===== src/rtl/dmem_bridge.sv =====
// dmem_bridge: turns data-cache line misses into four single-word beats on an
// SRAM-style memory port with a ready handshake and a fixed 1-cycle read latency.
//
// Ports
//   clk, reset                 : rising-edge clock, asynchronous active-high reset
//   req, wr, daddr, dirty_data : line request from the cache (sampled only in IDLE)
//   data_i, valid              : refill word and its single-cycle qualifier
//   wr_done, rd_done           : single-cycle completion pulses
//   mem_cs, mem_we, mem_addr,
//   mem_wdata, mem_rdata,
//   mem_ready                  : memory beat port; a beat is accepted on mem_cs && mem_ready
//   err                        : sticky flag, set after TMO_CYC consecutive stalled cycles
//
// Optional build macro: DMEM_CWF_EN enables critical-word-first ordering for refills
// (start beat = daddr[3:2], wrapping). Write-backs always use beat order 0,1,2,3.
module dmem_bridge #(
  parameter int unsigned MEM_AW  = 18,
  parameter int unsigned TMO_CYC = 255
) (
  input  logic              clk,
  input  logic              reset,
  input  logic              req,
  input  logic              wr,
  input  logic [19:0]       daddr,
  input  logic [127:0]      dirty_data,
  output logic [31:0]       data_i,
  output logic              valid,
  output logic              wr_done,
  output logic              rd_done,
  output logic              mem_cs,
  output logic              mem_we,
  output logic [MEM_AW-1:0] mem_addr,
  output logic [31:0]       mem_wdata,
  input  logic [31:0]       mem_rdata,
  input  logic              mem_ready,
  output logic              err
);

  typedef enum logic [2:0] {
    IDLE,
    WBEAT,
    RBEAT,
    RLAST,
    DONE
  } state_t;

  state_t       state, state_nxt;
  logic         capture;
  logic         accept;
  logic [15:0]  line_q;
  logic         wr_q;
  logic [127:0] wbuf_q;
  logic [1:0]   beat_q;
  logic [1:0]   start_q;
  logic [1:0]   word_sel;
  logic         armed_q;
  logic [7:0]   tmo_q;
  logic         err_q;
  logic         pend_q;
  logic [31:0]  data_q;
  logic         valid_q;
  logic         wr_done_q;
  logic         rd_done_q;
  logic         unused_daddr;

`ifdef DMEM_CWF_EN
  assign unused_daddr = ^daddr[1:0];
`else
  assign unused_daddr = ^daddr[3:0];
`endif

  // State register
  always_ff @(posedge clk or posedge reset) begin
    if (reset) begin
      state <= IDLE;
    end else begin
      state <= state_nxt;
    end
  end

  // Next state and beat-port strobes
  always_comb begin
    state_nxt = state;
    capture   = 1'b0;
    mem_cs    = 1'b0;
    mem_we    = 1'b0;
    case (state)
      IDLE: begin
        if (req && armed_q) begin
          capture   = 1'b1;
          state_nxt = wr ? WBEAT : RBEAT;
        end
      end
      WBEAT: begin
        mem_cs = 1'b1;
        mem_we = 1'b1;
        if (mem_ready && (beat_q == 2'd3)) state_nxt = DONE;
      end
      RBEAT: begin
        mem_cs = 1'b1;
        if (mem_ready && (beat_q == 2'd3)) state_nxt = RLAST;
      end
      RLAST:   state_nxt = DONE;
      DONE:    state_nxt = IDLE;
      default: state_nxt = IDLE;
    endcase
  end

  assign accept = mem_cs && mem_ready;

  // Beat count is how many beats were accepted; the word index adds the start offset
  // so that critical-word-first simply rotates the order modulo 4.
  assign word_sel = beat_q + start_q;

  assign mem_addr = mem_cs ? MEM_AW'({line_q, word_sel}) : '0;

  always_comb begin
    mem_wdata = '0;
    if (mem_we) begin
      case (word_sel)
        2'd0:    mem_wdata = wbuf_q[31:0];
        2'd1:    mem_wdata = wbuf_q[63:32];
        2'd2:    mem_wdata = wbuf_q[95:64];
        default: mem_wdata = wbuf_q[127:96];
      endcase
    end
  end

  // Request capture and beat sequencing
  always_ff @(posedge clk or posedge reset) begin
    if (reset) begin
      line_q  <= '0;
      wr_q    <= 1'b0;
      wbuf_q  <= '0;
      beat_q  <= '0;
      start_q <= '0;
    end else if (capture) begin
      line_q  <= daddr[19:4];
      wr_q    <= wr;
      wbuf_q  <= dirty_data;
      beat_q  <= '0;
`ifdef DMEM_CWF_EN
      start_q <= wr ? 2'd0 : daddr[3:2];
`else
      start_q <= '0;
`endif
    end else if (accept) begin
      beat_q <= beat_q + 2'd1;
    end
  end

  // A request still high at completion must drop for a cycle before it is served again
  always_ff @(posedge clk or posedge reset) begin
    if (reset) begin
      armed_q <= 1'b1;
    end else if (state == DONE) begin
      armed_q <= 1'b0;
    end else if (!req) begin
      armed_q <= 1'b1;
    end
  end

  // Stall watchdog: err is raised on the stalled cycle that brings the run to TMO_CYC
  always_ff @(posedge clk or posedge reset) begin
    if (reset) begin
      tmo_q <= '0;
      err_q <= 1'b0;
    end else if (mem_cs && !mem_ready) begin
      if (tmo_q != 8'hFF) tmo_q <= tmo_q + 8'd1;
      if ((32'(tmo_q) + 32'd1) >= TMO_CYC) err_q <= 1'b1;
    end else if (accept) begin
      tmo_q <= '0;
    end
  end

  // Read data arrives the cycle after an accepted read beat
  always_ff @(posedge clk or posedge reset) begin
    if (reset) begin
      pend_q    <= 1'b0;
      data_q    <= '0;
      valid_q   <= 1'b0;
      wr_done_q <= 1'b0;
      rd_done_q <= 1'b0;
    end else begin
      pend_q    <= accept && !mem_we;
      valid_q   <= pend_q;
      if (pend_q) data_q <= mem_rdata;
      wr_done_q <= (state == DONE) && wr_q;
      rd_done_q <= (state == DONE) && !wr_q;
    end
  end

  assign data_i  = data_q;
  assign valid   = valid_q;
  assign wr_done = wr_done_q;
  assign rd_done = rd_done_q;
  assign err     = err_q;

endmodule

===== config.mk =====
export PLATFORM = sky130hd
export DESIGN_NAME = dmem_bridge
export DESIGN_NICKNAME = d
export VERILOG_FILES = /design/src/rtl/dmem_bridge.sv
export SDC_FILE = /design/constraint.sdc
export NUM_CORES = 1
export LEC_CHECK = 0
export ABC_AREA = 0
export CAP_MARGIN = 20
export CORE_MARGIN = 8
export CORE_UTILIZATION = 30
export CTS_BUF_LIST = sky130_fd_sc_hd__clkbuf_8
export DETAILED_ROUTE_END_ITERATION = 16
export GPL_TIMING_DRIVEN = 0
export PLACE_DENSITY = 0.59
export SLEW_MARGIN = 40
export SYNTH_ARGS = -nofsm -noshare
export SYNTH_HDL_FRONTEND = slang
export SYNTH_SLANG_ARGS = --single-unit

===== constraint.sdc =====
create_clock -name clk -period 7.54 [get_ports clk]
set_clock_uncertainty 0.1 [all_clocks]
set_input_delay 1.508 -clock clk [delete_from_list [all_inputs] [get_ports clk]]
set_output_delay 1.508 -clock clk [all_outputs]
set_load 0.005 [all_outputs]

---- Yosys cells after proc, flatten, opt, wreduce, memory -nomap -nowiden ----
Cells that the tools add are included.
word-level totals
  output and inout port bits .............. 88
  register bits ........................... 196
  input bits .............................. 185
  logic and storage cells ................. 67
cells by class
  magnitude comparators ................... 1
  reductions and logical operators ........ 18
  add/subtract/negate cells ............... 3
  eq/ne operators ......................... 13
  mux-type cells .......................... 19
operator list
  cell                                                  number
  case mux 32 bit (3 select lines)                      1
  two-way mux 32 bit                                    1
  two-way mux 8 bit                                     3
  two-way mux 18 bit                                    1
  case mux 3 bit (4 select lines)                       1
  adder 8 x 1 -> 9 bit (second input constant)          1
  >= comparator 9 x 8 -> 1 bit (second input constant)  1
  two-way mux 3 bit                                     3
  adder 8 x 1 -> 8 bit (second input constant)          1
  != test 8 bit (second input constant)                 1
  logical AND 1 bit                                     7
  equality test 3 x 2 -> 1 bit (second input constant)  2
  two-way mux 1 bit                                     6
  two-way mux 2 bit                                     3
  != test 2 bit (second input constant)                 3
  equality test 2 bit (second input constant)           2
  != test 2 x 1 -> 1 bit (second input constant)        2
  AND reduction 2 bit                                   2
  nonzero test 2 bit                                    2
  equality test 3 x 1 -> 1 bit (second input constant)  1
  equality test 3 bit (second input constant)           1
  logical NOT 1 bit                                     3
  logical NOT 3 bit                                     1
  AND reduction 3 bit                                   1
  4 further kinds                                       4

---- Depth between registers and ports, before layout ----
  word-level depth ........................ 6
  gate-level depth with buffers ........... 8
  gate-level depth less buffers ........... 6

---- Worst setup path after synthesis ----
No wires, ideal clock.
  path type ............................... flip-flop to output port
  start ................................... register beat_q[0]
  end ..................................... output mem_wdata[30]
  cell stages (with the launch flop) ...... 8
  data arrival time ....................... 1.448 ns
  path slack .............................. 4.484 ns
  path buffers ............................ 1
  required time ........................... 5.932 ns
  cells stage by stage .................... dfrtp_1 > inv_1 > ha_1 > clkbuf_1 > a222oi_1 > nor2_1 > a21oi_1 > nor2_1
between the ends
  cells in the longest elaborated chain, start to end .. 3
  elaborated cells on any way between the ends .. 5
  those cells by class .................... 2 x eq/ne; 2 x mux; 1 x reduce/logical
ends and longest elaborated chain
  what                                         line  source
  start, declared                              53    logic [1:0] beat_q;
  start signal, assigned                       148   beat_q <= beat_q + 2'd1;
  equality test 2 bit (tied with other cells)  120   case (word_sel)
  case mux 32 bit (3 select lines) (*)         120
  two-way mux 32 bit (*)                       119   if (mem_we) begin
  end, declared                                33    output logic [31:0] mem_wdata,
Every way passes the cells marked *; elsewhere a longest branch is shown, timed or not.

---- Final worst setup path ----
  start ................................... register beat_q[0]
  end ..................................... output mem_wdata[29]
Same word-level chain as after synthesis.

==> results.cfg <==
[setup_path]
slowest_stage = clkbuf_1
timing_worst_setup_path_type = reg2out
startpoint = beat_q[0]$_DFFE_PP0P_
worstPathMaxFanout = 10
critPathMostFrequentCell = nor2_1
r2r_slack_ns = 5.58
critPathMaxStageDelay_ns = 0.59
critPathTopFamily = buffers and inverters
r2r_start = tmo_q[1]$_DFFE_PP0P_
cp.arrival_ns = 3.13
crit_path_start_kind = flip-flop
endpoint_kind = output pin
rr_worst_depth = 5
critPathBufInv = 3
path_depth = 8
cp.required_ns = 5.93
worstPathCellList = inv_1 > ha_1 > clkbuf_1 > a222oi_1 > nor2_1 > a21oi_1 > nor2_1 > clkdlybuf4s50_1

[clock_network]
clock_path_buffers = 2
path_clk_slew_ns = 0.11
holdBufCountCts = 0
numCtsBuffers = 17
root_buffer = clkbuf_8
cts_setup_buffers = 0
htreeDepth = 4
clk_latency_ns = 0.46
cts_tree = done
ctsResizeCount = 0
clock_sinks = 196

[global_route]
grt_pass1_vias = 6990
grt_usage = 0.1553
gr-total-overflow = 0
grt_antenna_before_repair = 4
grt_max_degree = 74
grt_pass1_wl_um = 41210

[finish]
area_delta_synth_final_pct = 41.67
multi_input_area_um2 = 3400
nFillCells = 2811
utilization = 0.4299
drive_gt1_frac = 0.1210
design_area_um2 = 12270
regArea_um2 = 4906
fin_nets = 1146
stdcell_count = 1352

[sta]
slew_violations = 0
rsz0062_at_grt = no
worst_slew_pin_slew_ns = 0.7031
final_hold_viol_count = 0
post-route-period-util = 0.6280
post-route-min-period_ns = 4.735
maxSlewHeadroom = 0.5313
fmax_mhz = 211.2
setup_viol = 0

[route]
drtAntennaViolNets = 0
routedWlPerCell_um = 19.82
dr.pass1.iters = 7
vias = 6450
drt_drc_violations_left = 0
drt-initial-drc-count = 440
wirelength_um = 26800
via_per_inst = 4.771

[min_path]
holdCritStartpoint = pend_q$_DFF_PP0_
min_path_cells = 0
min_path_type = reg2reg

[logic_synthesis]
avgSynthCellArea_um2 = 13.03
synth_area_um2 = 8662
synthFlopType = dfrtp_1
yosysWarnings = 0
synth_nets = 857
yosysSeqAreaShare = 0.5664
synth-edff-count = 0
synthArstFlopShare = 1.000
synthDistinctLibCells = 45
ys_seq_elements = 196
synthCells = 665

[floorplan]
io_pins = 273
coreArea_um2 = 28550
floorplan.initialDensity = 0.3034
die_area_um2 = 34570
die_w_um = 185.9
die_h_um = 185.9
fp-row-count = 62

[placement]
port_buffers = 268
placedInstanceArea_um2 = 11890
dp_hpwl_um = 19750
place_congestion = 0.8069
place_inst = 1319

[power_and_ir_drop]
p_leak_nw = 5.053
finalPower_mw = 4.839
max-vdd-ir-drop_uv = 201.3
powerDensity_nw_per_um2 = 394.3

[job]
max_cap_violations = 0

[outcome]
status = complete, no violations
[worst paths after layout]
| path | to |
|---|---|
| setup reg to reg | tmo_q[0]$_DFFE_PP0P_ |
| min in group asynchronous | data_i[25]$_DFFE_PP0P_ |
| hold / removal | valid$_DFF_PP0_ |
| hold reg to reg | valid$_DFF_PP0_ |
| setup / recovery | mem_wdata[29] |
| max in group asynchronous | wbuf_q[43]$_DFFE_PP0P_ |
[cells in the final DEF, fill, tap and decap left out, drive strengths merged, types with 2 or more instances in the layout]
| master | Yosys | routed |
|---|---|---|
| a21oi | 36 | 36 |
| a222oi | 32 | 32 |
| a22o | 3 | 3 |
| a311oi | 2 | 2 |
| a31oi | 2 | 2 |
| and2 | 17 | 17 |
| and3 | 4 | 4 |
| buf | 29 | 31 |
| clkbuf | 22 | 39 |
| clkdlybuf4s50 | 0 | 268 |
| clkinv | 0 | 8 |
| dfrtp | 195 | 195 |
| ha | 7 | 7 |
| inv | 10 | 16 |
| mux2 | 178 | 178 |
| nand2 | 5 | 5 |
| nand3 | 8 | 8 |
| nand3b | 2 | 2 |
| nor2 | 77 | 77 |
| nor2b | 3 | 3 |
| nor3 | 5 | 5 |
| nor3b | 2 | 2 |
| o21a | 2 | 2 |
| o21ai | 6 | 6 |
| o31ai | 2 | 2 |
| xnor2 | 2 | 2 |
[registers in the layout, summed over array words and instances (netlist names)]
| signal | count |
|---|---|
| data_i | 32 |
| valid | 1 |
| wbuf_q | 128 |
| line_q | 16 |
| tmo_q | 8 |
| wr_q | 1 |
| pend_q | 1 |
| armed_q | 1 |
| err | 1 |
| beat_q | 2 |
| rd_done | 1 |
| state | 3 |
| wr_done | 1 |
[report_power, final]
part / leakage (nW) / switching, mW / internal (mW)
registers: 2.35 / 0.251 / 1.56
clock network: 0.192 / 0.423 / 0.245
logic: 2.51 / 1.05 / 1.31
[logic make-up (layout without fill, tap and decap cells)]
logic type      after synthesis  after routing  synth area share
flops                       196            196            0.5664
mux                         179            179            0.2326
simple gates                127            127           0.06876
compound gates               93             93           0.07901
buf+inv                      61            363           0.04117
fa+ha+maj                     7              7           0.01011
xor+xnor                      2              2          0.002023
other cells                   0              1                 0
[Yosys cell counts (2+ instances only)]
cell type,number,share of area
a21oi_1,36,0.021
a222oi_1,32,0.037
a22o_1,3,0.0030
a311oi_1,2,0.0020
a31oi_1,2,0.0014
and2_1,17,0.012
and3_1,4,0.0029
buf_1,3,0.0013
buf_2,8,0.0046
buf_4,5,0.0043
buf_6,13,0.017
clkbuf_1,21,0.0091
dfrtp_1,195,0.56
ha_1,7,0.010
inv_1,9,0.0039
mux2_1,128,0.17
mux2_2,50,0.065
nand2_1,5,0.0022
nand3_1,8,0.0046
nand3b_1,2,0.0017
nor2_1,77,0.033
nor2b_1,3,0.0022
nor3_1,5,0.0029
nor3b_1,2,0.0017
o21a_1,2,0.0017
o21ai_0,5,0.0029
o31ai_1,2,0.0017
xnor2_1,2,0.0020
[through the flow]
| stage | hold slack (ns) | setup slack [ns] | TNS [ns] |
|---|---|---|---|
| 6_report | 0.2830 | 2.805 | 0 |
| 5_1_grt | 0.2863 | 2.590 | 0 |
| 3_3_place_gp | 0.2643 | -2.606 | -503.82 |
| 3_5_place_dp | 0.2735 | 3.264 | 0 |
| 4_1_cts | 0.2779 | 2.712 | 0 |
| 2_1_floorplan | 0.2519 | 0.5931 | 0 |
[metal layers]
layer	GRT usage	vias up	routed length, um
li1	-	2978	-
met5	0	-	41
met1	0.2019	3231	11930
met2	0.2522	208	12650
met3	0.04236	27	1773
met4	0.04001	6	398
[area by class of cell]
cell class / count / share of cell area
antenna: 1 / 0.0002039
clock inverter: 15 / 0.01203
inverter: 10 / 0.003670
clock buffer: 17 / 0.01907
tap: 384 / 0.03915
timing repair buffer: 270 / 0.2231
buffer: 51 / 0.02600
multi-input combinational: 408 / 0.2770
sequential: 196 / 0.3998
Power figures use the tool's default switching activity.
==> edit: new RTL, config.mk and constraints unchanged <==
Add a define of `DMEM_CWF_EN`.
--- a/src/rtl/dmem_bridge.sv
+++ b/src/rtl/dmem_bridge.sv
@@ -14,4 +14,6 @@
 // Optional build macro: DMEM_CWF_EN enables critical-word-first ordering for refills
 // (start beat = daddr[3:2], wrapping). Write-backs always use beat order 0,1,2,3.
+`define DMEM_CWF_EN
+
 module dmem_bridge #(
   parameter int unsigned MEM_AW  = 18,
Behaviour: not the same (Yosys sat finds a counterexample within 4 cycles, from zero or initial values and one cycle with reset high).
==> edit against the original RTL <==
Area after synthesis is 0.98% higher. Worst setup slack improved by 0.059 ns. Non-clock buffer count decreased by 5. Highest routed layer unchanged. Sequential cell count grew 2. Total power up 8.3%. Design area grew 0.92%. Critical endpoint is now mem_wdata[1]. Routed wire length shrank 3.9%.
==> edit: results (changes against the original RTL) <==
status finished clean (unchanged); initial antenna violation count 7 (was 4); drt pass-1 iters 4 (was 7); vias in the first global route 6710 (was 6990); Leakage 5.27 nW (was 5.05 nW); first-pass GRT wire length 40700 µm (was 41200 µm); R2R depth 7 (was 5); Avg WL per Cell 19.5 µm (was 19.8 µm); top cells by area, synth dfrtp_1, mux2_2, mux2_1 (was dfrtp_1, mux2_1, mux2_2); Slowest Stage Delay on Critical Path 0.55 ns (was 0.59 ns); sequential area share after synthesis 56.7% (was 56.6%); maximum VDD drop 0.159 mV (was 0.201 mV); final cell count without fillers 1321 (was 1352); WHS 0.291 ns (was 0.283 ns); Placer Congestion 0.732 (was 0.807); largest net degree at the start of global routing 75 (was 74); routed via count 6097 (was 6450); Max-slew headroom 57.1% (was 53.1%); Place WS 3.28 ns (was 3.26 ns); top cells by count, synth dfrtp_1, mux2_2, mux2_1, mux2i_1, o22ai_1 (was dfrtp_1, mux2_1, nor2_1, mux2_2, a21oi_1); Filler cells 2718 (was 2811); post-detail-place hpwl 19400 µm (was 19800 µm); IO Port Bufs 270 (was 268); share of layout cells above drive strength 1 17.2% (was 12.1%); CP max stage cell clkdlybuf4s50_1 (was clkbuf_1); Nets 1113 (was 1146); P_sw 1.83 mW (was 1.73 mW)
edit: cell types whose count changed after synthesis, sizes merged, moves of 3 or more:
cell and change:
mux2i +64, nor2 -63, a222oi -32, o22ai +32, a21oi -31, clkbuf -10
buf +3, ha -3
edit: area by class of cell:
class	instances	share of cell area (%)
Buffer	44	1.84
Tap cell	384	3.88
Timing Repair Buffer	272	22.3
Sequential cell	198	40.0
Clock inverter	13	1.14
Multi-Input combinational cell	380	28.4
Clock buffer	18	2.00
Antenna cell	1	0.0202
Inverter	11	0.394
edit: per-layer routing:
metal  vias to the layer above  global-route usage [%]  part of all wire [%]
li1                       2856                       -                     -
met1                      3010                    18.4                    44
met2                       195                    24.4                    47
met3                        24                    5.63                   7.6
met4                        12                    3.18                   1.2
met5                         -                       0                  0.28
edit: how the worst max path moves through the flow:
stage	endpoint	slack [ns]	depth (start not counted)
after floorplan	beat_q[0]	0.54	1
after global placement	wbuf_q[23]	-2.70	2
after detailed placement	mem_wdata[1]	3.28	8
after CTS	mem_wdata[1]	2.71	8
after global routing	mem_wdata[1]	2.63	8
final	mem_wdata[1]	2.86	8
edit: cell families after synthesis:
group	Yosys count	synth area share (%)
DFF	198	56.7
and+or+nand+nor	65	4.15
muxes	243	30.4
adders and majority gates	4	0.572
AOI/OAI and AO/OA	63	4.69
xor gates and xnor gates	5	0.501
buffers and inverters	55	3.08
edit: power by group through the flow:
stage	clock (mW)	sequential [mW]	combinational [mW]
floorplan	0	1.79	1.56
global placement	0	1.83	2.77
detailed placement	0	1.85	2.79
CTS	0.727	1.82	2.80
global route	0.765	1.90	2.97
finish	0.697	1.82	2.73
